<file path="config.mk">
export PLATFORM = sky130hd
export DESIGN_NAME = adder_responder
export DESIGN_NICKNAME = d
export VERILOG_FILES = /design/src/rtl/adder_resp_pkg.sv /design/src/rtl/resp_fifo.sv /design/src/rtl/adder_responder.sv
export SDC_FILE = /design/constraint.sdc
export NUM_CORES = 1
export LEC_CHECK = 0
export ABC_CLOCK_PERIOD_IN_PS = 4830
export CORE_MARGIN = 2
export CORE_UTILIZATION = 55
export DETAILED_ROUTE_END_ITERATION = 7
export GPL_TIMING_DRIVEN = 0
export PLACE_DENSITY = 0.88
export SLEW_MARGIN = 25
export SYNTH_ARGS = -nofsm -noshare
export SYNTH_HDL_FRONTEND = slang
export SYNTH_SLANG_ARGS = --single-unit
</file>
<file path="constraint.sdc">
create_clock -name clk -period 4.83 [get_ports clk]
set_input_delay 0.7245 -clock clk [delete_from_list [all_inputs] [get_ports clk]]
set_output_delay 0.7245 -clock clk [all_outputs]
set_load 0.02 [all_outputs]
</file>
<file path="src/rtl/adder_resp_pkg.sv">
// Shared types and constants for the adder responder.
package adder_resp_pkg;

    localparam int DATA_W    = 64;
    localparam int DEPTH_DEF = 4;
    localparam int TAG_W_DEF = 8;
    localparam int COUNT_W   = 32;

    // One queued response at the default tag width. The FIFO carries the
    // same field order flattened: {result, carry, tag}, MSB first.
    typedef struct packed {
        logic [DATA_W-1:0]    result;
        logic                 carry;
        logic [TAG_W_DEF-1:0] tag;
    } rsp_entry_t;

endpackage

</file>
<file path="src/rtl/resp_fifo.sv">
// Synchronous circular-buffer FIFO with occupancy count; storage is not reset.
module resp_fifo #(
    parameter int DEPTH = 4,
    parameter int WIDTH = 8,
    localparam int PTR_W = $clog2(DEPTH),
    localparam int CNT_W = $clog2(DEPTH) + 1
) (
    input  logic             clk_i,
    input  logic             rst_i,
    input  logic             push_i,
    input  logic [WIDTH-1:0] data_i,
    input  logic             pop_i,
    output logic [WIDTH-1:0] data_o,
    output logic             full_o,
    output logic             empty_o,
    output logic [CNT_W-1:0] count_o
);

    logic [WIDTH-1:0] mem_q [DEPTH];
    logic [PTR_W-1:0] wr_ptr_q, wr_ptr_d;
    logic [PTR_W-1:0] rd_ptr_q, rd_ptr_d;
    logic [CNT_W-1:0] count_q, count_d;
    logic             push_ok;
    logic             pop_ok;

    assign full_o  = (count_q == CNT_W'(DEPTH));
    assign empty_o = (count_q == '0);
    assign count_o = count_q;
    assign data_o  = mem_q[rd_ptr_q];

    // Reset blocks writes so a request presented during reset never lands.
    assign push_ok = push_i && !full_o && !rst_i;
    assign pop_ok  = pop_i && !empty_o;

    // Next-state pointers and occupancy; DEPTH is a power of two so pointers wrap naturally.
    always_comb begin
        wr_ptr_d = wr_ptr_q;
        rd_ptr_d = rd_ptr_q;
        count_d  = count_q;
        if (push_ok) begin
            wr_ptr_d = wr_ptr_q + PTR_W'(1);
        end
        if (pop_ok) begin
            rd_ptr_d = rd_ptr_q + PTR_W'(1);
        end
        case ({push_ok, pop_ok})
            2'b10:   count_d = count_q + CNT_W'(1);
            2'b01:   count_d = count_q - CNT_W'(1);
            default: count_d = count_q;
        endcase
    end

    // Control state register with synchronous reset.
    always_ff @(posedge clk_i) begin
        if (rst_i) begin
            wr_ptr_q <= '0;
            rd_ptr_q <= '0;
            count_q  <= '0;
        end else begin
            wr_ptr_q <= wr_ptr_d;
            rd_ptr_q <= rd_ptr_d;
            count_q  <= count_d;
        end
    end

    // Storage write at the tail.
    always_ff @(posedge clk_i) begin
        if (push_ok) begin
            mem_q[wr_ptr_q] <= data_i;
        end
    end

endmodule

</file>
<file path="src/rtl/adder_responder.sv">
// Valid/ready request-response adder: 65-bit sum queued with its tag, returned in order.
module adder_responder
    import adder_resp_pkg::*;
#(
    parameter int DEPTH = DEPTH_DEF,
    parameter int TAG_W = TAG_W_DEF
) (
    input  logic               clk,
    input  logic               rst,
    input  logic               req_valid,
    output logic               req_ready,
    input  logic [DATA_W-1:0]  req_a,
    input  logic [DATA_W-1:0]  req_b,
    input  logic [TAG_W-1:0]   req_tag,
    output logic               rsp_valid,
    input  logic               rsp_ready,
    output logic [DATA_W-1:0]  rsp_result,
    output logic               rsp_carry,
    output logic [TAG_W-1:0]   rsp_tag,
    output logic [COUNT_W-1:0] req_count
);

    localparam int ENTRY_W = DATA_W + 1 + TAG_W;
    localparam int CNT_W   = $clog2(DEPTH) + 1;

    logic [DATA_W:0]      sum;
    logic [ENTRY_W-1:0]   push_entry;
    logic [ENTRY_W-1:0]   head_entry;
    logic [ENTRY_W-1:0]   out_entry;
    logic [ENTRY_W-1:0]   hold_q, hold_d;
    logic [COUNT_W-1:0]   req_count_q, req_count_d;
    logic [CNT_W-1:0]     fifo_count;
    logic                 fifo_full;
    logic                 fifo_empty;
    logic                 push;
    logic                 pop;

    assign sum        = {1'b0, req_a} + {1'b0, req_b};
    assign push_entry = {sum[DATA_W-1:0], sum[DATA_W], req_tag};

    // Both handshake flags depend only on registered occupancy.
    assign req_ready = (fifo_count < CNT_W'(DEPTH));
    assign rsp_valid = !fifo_empty;
    assign push      = req_valid && !fifo_full && !rst;
    assign pop       = rsp_valid && rsp_ready;

    resp_fifo #(
        .DEPTH (DEPTH),
        .WIDTH (ENTRY_W)
    ) u_fifo (
        .clk_i   (clk),
        .rst_i   (rst),
        .push_i  (push),
        .data_i  (push_entry),
        .pop_i   (pop),
        .data_o  (head_entry),
        .full_o  (fifo_full),
        .empty_o (fifo_empty),
        .count_o (fifo_count)
    );

    // Remember the most recent head so outputs stay put once the FIFO drains.
    always_comb begin
        hold_d      = hold_q;
        req_count_d = req_count_q;
        if (rsp_valid) begin
            hold_d = head_entry;
        end
        if (push) begin
            req_count_d = req_count_q + COUNT_W'(1);
        end
    end

    // Held head and request counter; reset clears both so outputs read zero.
    always_ff @(posedge clk) begin
        if (rst) begin
            hold_q      <= '0;
            req_count_q <= '0;
        end else begin
            hold_q      <= hold_d;
            req_count_q <= req_count_d;
        end
    end

    assign out_entry = rsp_valid ? head_entry : hold_q;
    assign {rsp_result, rsp_carry, rsp_tag} = out_entry;
    assign req_count = req_count_q;

endmodule

</file>
==> qor.txt <==
DRT Pass-1 Iters - 6
final setup violation count - 0
IO Port Bufs - 246
vias in the first global route - 13080
Power Dens Cells - 535.5 nW/um2
CTS tree - yes
crit share post-route - 87.01%
ys flop type - edfxtp_1
Setup TNS - 0 ns
count of different cell masters after synthesis - 77
total die area - 36230 um2
number of synthesized register bits - 406
skew final - 0.02606 ns
final core occ - 68.79%
# clock sinks - 406
I/O pin count - 247
Post-route DRC - 0
die width - 190.4 um
mapped cell area - 19100 um2
post-route minimum period - 4.202 ns
final setup margin - 0.6275 ns
share of cells above drive strength 1 - 15.67%
Post-Syn Nets - 1602
CP max FO - 5
largest buffer count on any clock path - 3
Hold Buf Count CTS - 0
most common library cells after synthesis - edfxtp_1 (292), dfxtp_1 (114), nor2_1 (84), nor2b_1 (79)
Critical Path Sink Type - register
die extent in y - 190.4 um
core area - 34370 um2
fill count - 2304
CP Launch Type - input port
RSZ-0062 raised after global routing - no
Reg area - 11050 um2
Wirelength per Cell - 20.68 um
Worst Tran Pin Value - 0.9860 ns
GRT overflow - 0
peak supply drop - 0.3739 mV
synth top area cells - edfxtp_1 (46%), dfxtp_1 (12%), mux4_2 (8.6%)
HPWL Detailed - 31.39 mm
Worst-path clk slew - 0.06 ns
CTS Root Cell - clkbuf_16
total of max-cap violations - 0
first-pass GRT wire length - 70.29 mm
Post-synth ARST share - 0%
Post-CTS Setup Bufs - 0
Mapped Cells - 1390
footprint of the multi-input gates - 7672 um2
row cnt - 68
Highest Clock Rate - 238.0 MHz
status - complete, no violations
# resized after CTS - 0
antenna violations before repair - 0
largest net degree at the start of global routing - 44
H-tree depth - 2
final hold vios - 0
Tightest Hold Check Type - reg2reg
first-iteration detailed-routing DRC count - 1239
Synthesis Warnings - 0
Static Leakage - 8.349 nW
vias per cell - 5.889
Overall Global Routing Usage - 24.84%
average size of a mapped cell - 13.74 um2
ANT nets after route - 0
Final Max Tran Viols - 0
share of the synthesized area in the top cell type - 45.91%
TritonCTS Buffers - 42
Starting Density - 55.57%
Worst EP required - 5.10 ns
Nets - 1896
Place WS - 0.2593 ns
post-synthesis sequential area ratio - 57.86%
area grow syn2layout - 23.81%
final wirelength - 44.93 mm
Routability Congestion - 0.9072
Skew-Pair Late Insertion Delay - 0.53 ns
count leader, synth - edfxtp_1
EDFF count, synth - 292
via count - 12796
Slew headroom - 33.71%
Crit Path Class - in2reg
largest area contributor in the synthesized netlist - edfxtp_1
Arr. time, crit path - 4.47 ns
-- worst max-delay path, stage by stage --
cell             delay [ns]
clkdlybuf4s50_1        0.40
ha_1                   0.38
a21oi_1                0.27
o21ai_0                0.13
a21boi_0               0.61
a2111oi_4              0.20
o21ai_0                0.44
o2111ai_1              0.28
a31oi_1                0.46
o21ai_0                0.19
xor2_1                 0.38
-- stage by stage --
step	hold slack, ns	instances	total power [mW]	area [um2]
final	0.5127	2173	12.66	23650
after CTS	0.5062	2172	12.75	23640
after global placement	0.4688	2091	9.352	22130
after global routing	0.5326	2172	13.19	23640
after detailed placement	0.4981	2095	9.503	22250
after floorplan	0.4581	1390	7.551	19100
-- path summary, 6_finish.rpt --
kind,startpoint,end,slack [ns],cells after the start
worst max-delay path,req_a[11],u_fifo.mem_q[0][67],0.63,11
worst min-delay path,u_fifo.count_o[2],u_fifo.count_o[2],0.51,2
worst max register to register,u_fifo.count_o[2],u_fifo.count_o[2],1.83,10
worst min register to register,u_fifo.count_o[2],u_fifo.count_o[2],0.51,2
-- sequential cells by signal (all words and copies together), names as in the netlist, named ones only --
register	flops
u_fifo.mem_q	292
hold_q	73
req_count	32
u_fifo.count_o	3
u_fifo.rd_ptr_q	2
u_fifo.wr_ptr_q	2
-- logic make-up (layout without fill, tap and decap cells) --
kind of cell               Yosys count  count (layout)  share of synthesized area (%)
DFF                                406             406                          57.86
and+or+nand+nor                    360             360                          9.997
AOI/OAI and AO/OA                  224             224                          8.104
muxes                              146             146                          12.91
xor gates and xnor gates            94              94                          4.311
buffers and inverters               88             415                          2.024
adders and majority gates           72              72                          4.795
other                                0               1                              0
-- layout by cell type (no fill, tap or decap), types with 5 or more instances in the layout --
cell / n
a21oi_1: 70
clkinv_2: 8
nor2b_1: 79
o21a_1: 5
clkinv_1: 6
nor2_1: 84
nand2_1: 69
clkbuf_1: 50
and2_1: 6
o21ai_1: 9
a21o_1: 36
a211oi_1: 11
nand3_1: 31
inv_1: 23
and3_1: 14
xnor2_1: 45
nand4_1: 24
o211ai_1: 8
clkbuf_16: 43
nor3_1: 10
clkdlybuf4s50_1: 246
xor2_1: 49
bufinv_16: 5
nand2b_1: 7
mux2_2: 73
buf_2: 12
o21bai_1: 6
o21ai_0: 36
a31oi_1: 10
mux4_2: 73
ha_1: 70
edfxtp_1: 292
dfxtp_1: 114
-- final cells by class --
| type | instances | share of cell area, % |
|---|---|---|
| clock inverters | 23 | 1.037 |
| diodes | 1 | 0.01058 |
| flip-flops and latches | 406 | 46.73 |
| clock buffers | 54 | 4.852 |
| inverters | 23 | 0.3651 |
| multi-input cells | 896 | 32.45 |
| repair buffers | 250 | 10.88 |
| plain buffers | 65 | 1.270 |
| well taps | 455 | 2.408 |
-- report_power, final --
group	switching (mW)	internal, mW
combinational	2.55	2.42
clock	1.29	1.95
sequential	0.128	4.32
-- metal layers --
metal	wire (um)	global-route usage, %	up-vias
met5	0	0	-
met4	1374	8.587	0
met3	3132	3.128	116
met2	22500	42.70	601
met1	17920	32.74	6241
li1	-	-	5838
No activity file was read; power rests on OpenSTA's default activity.
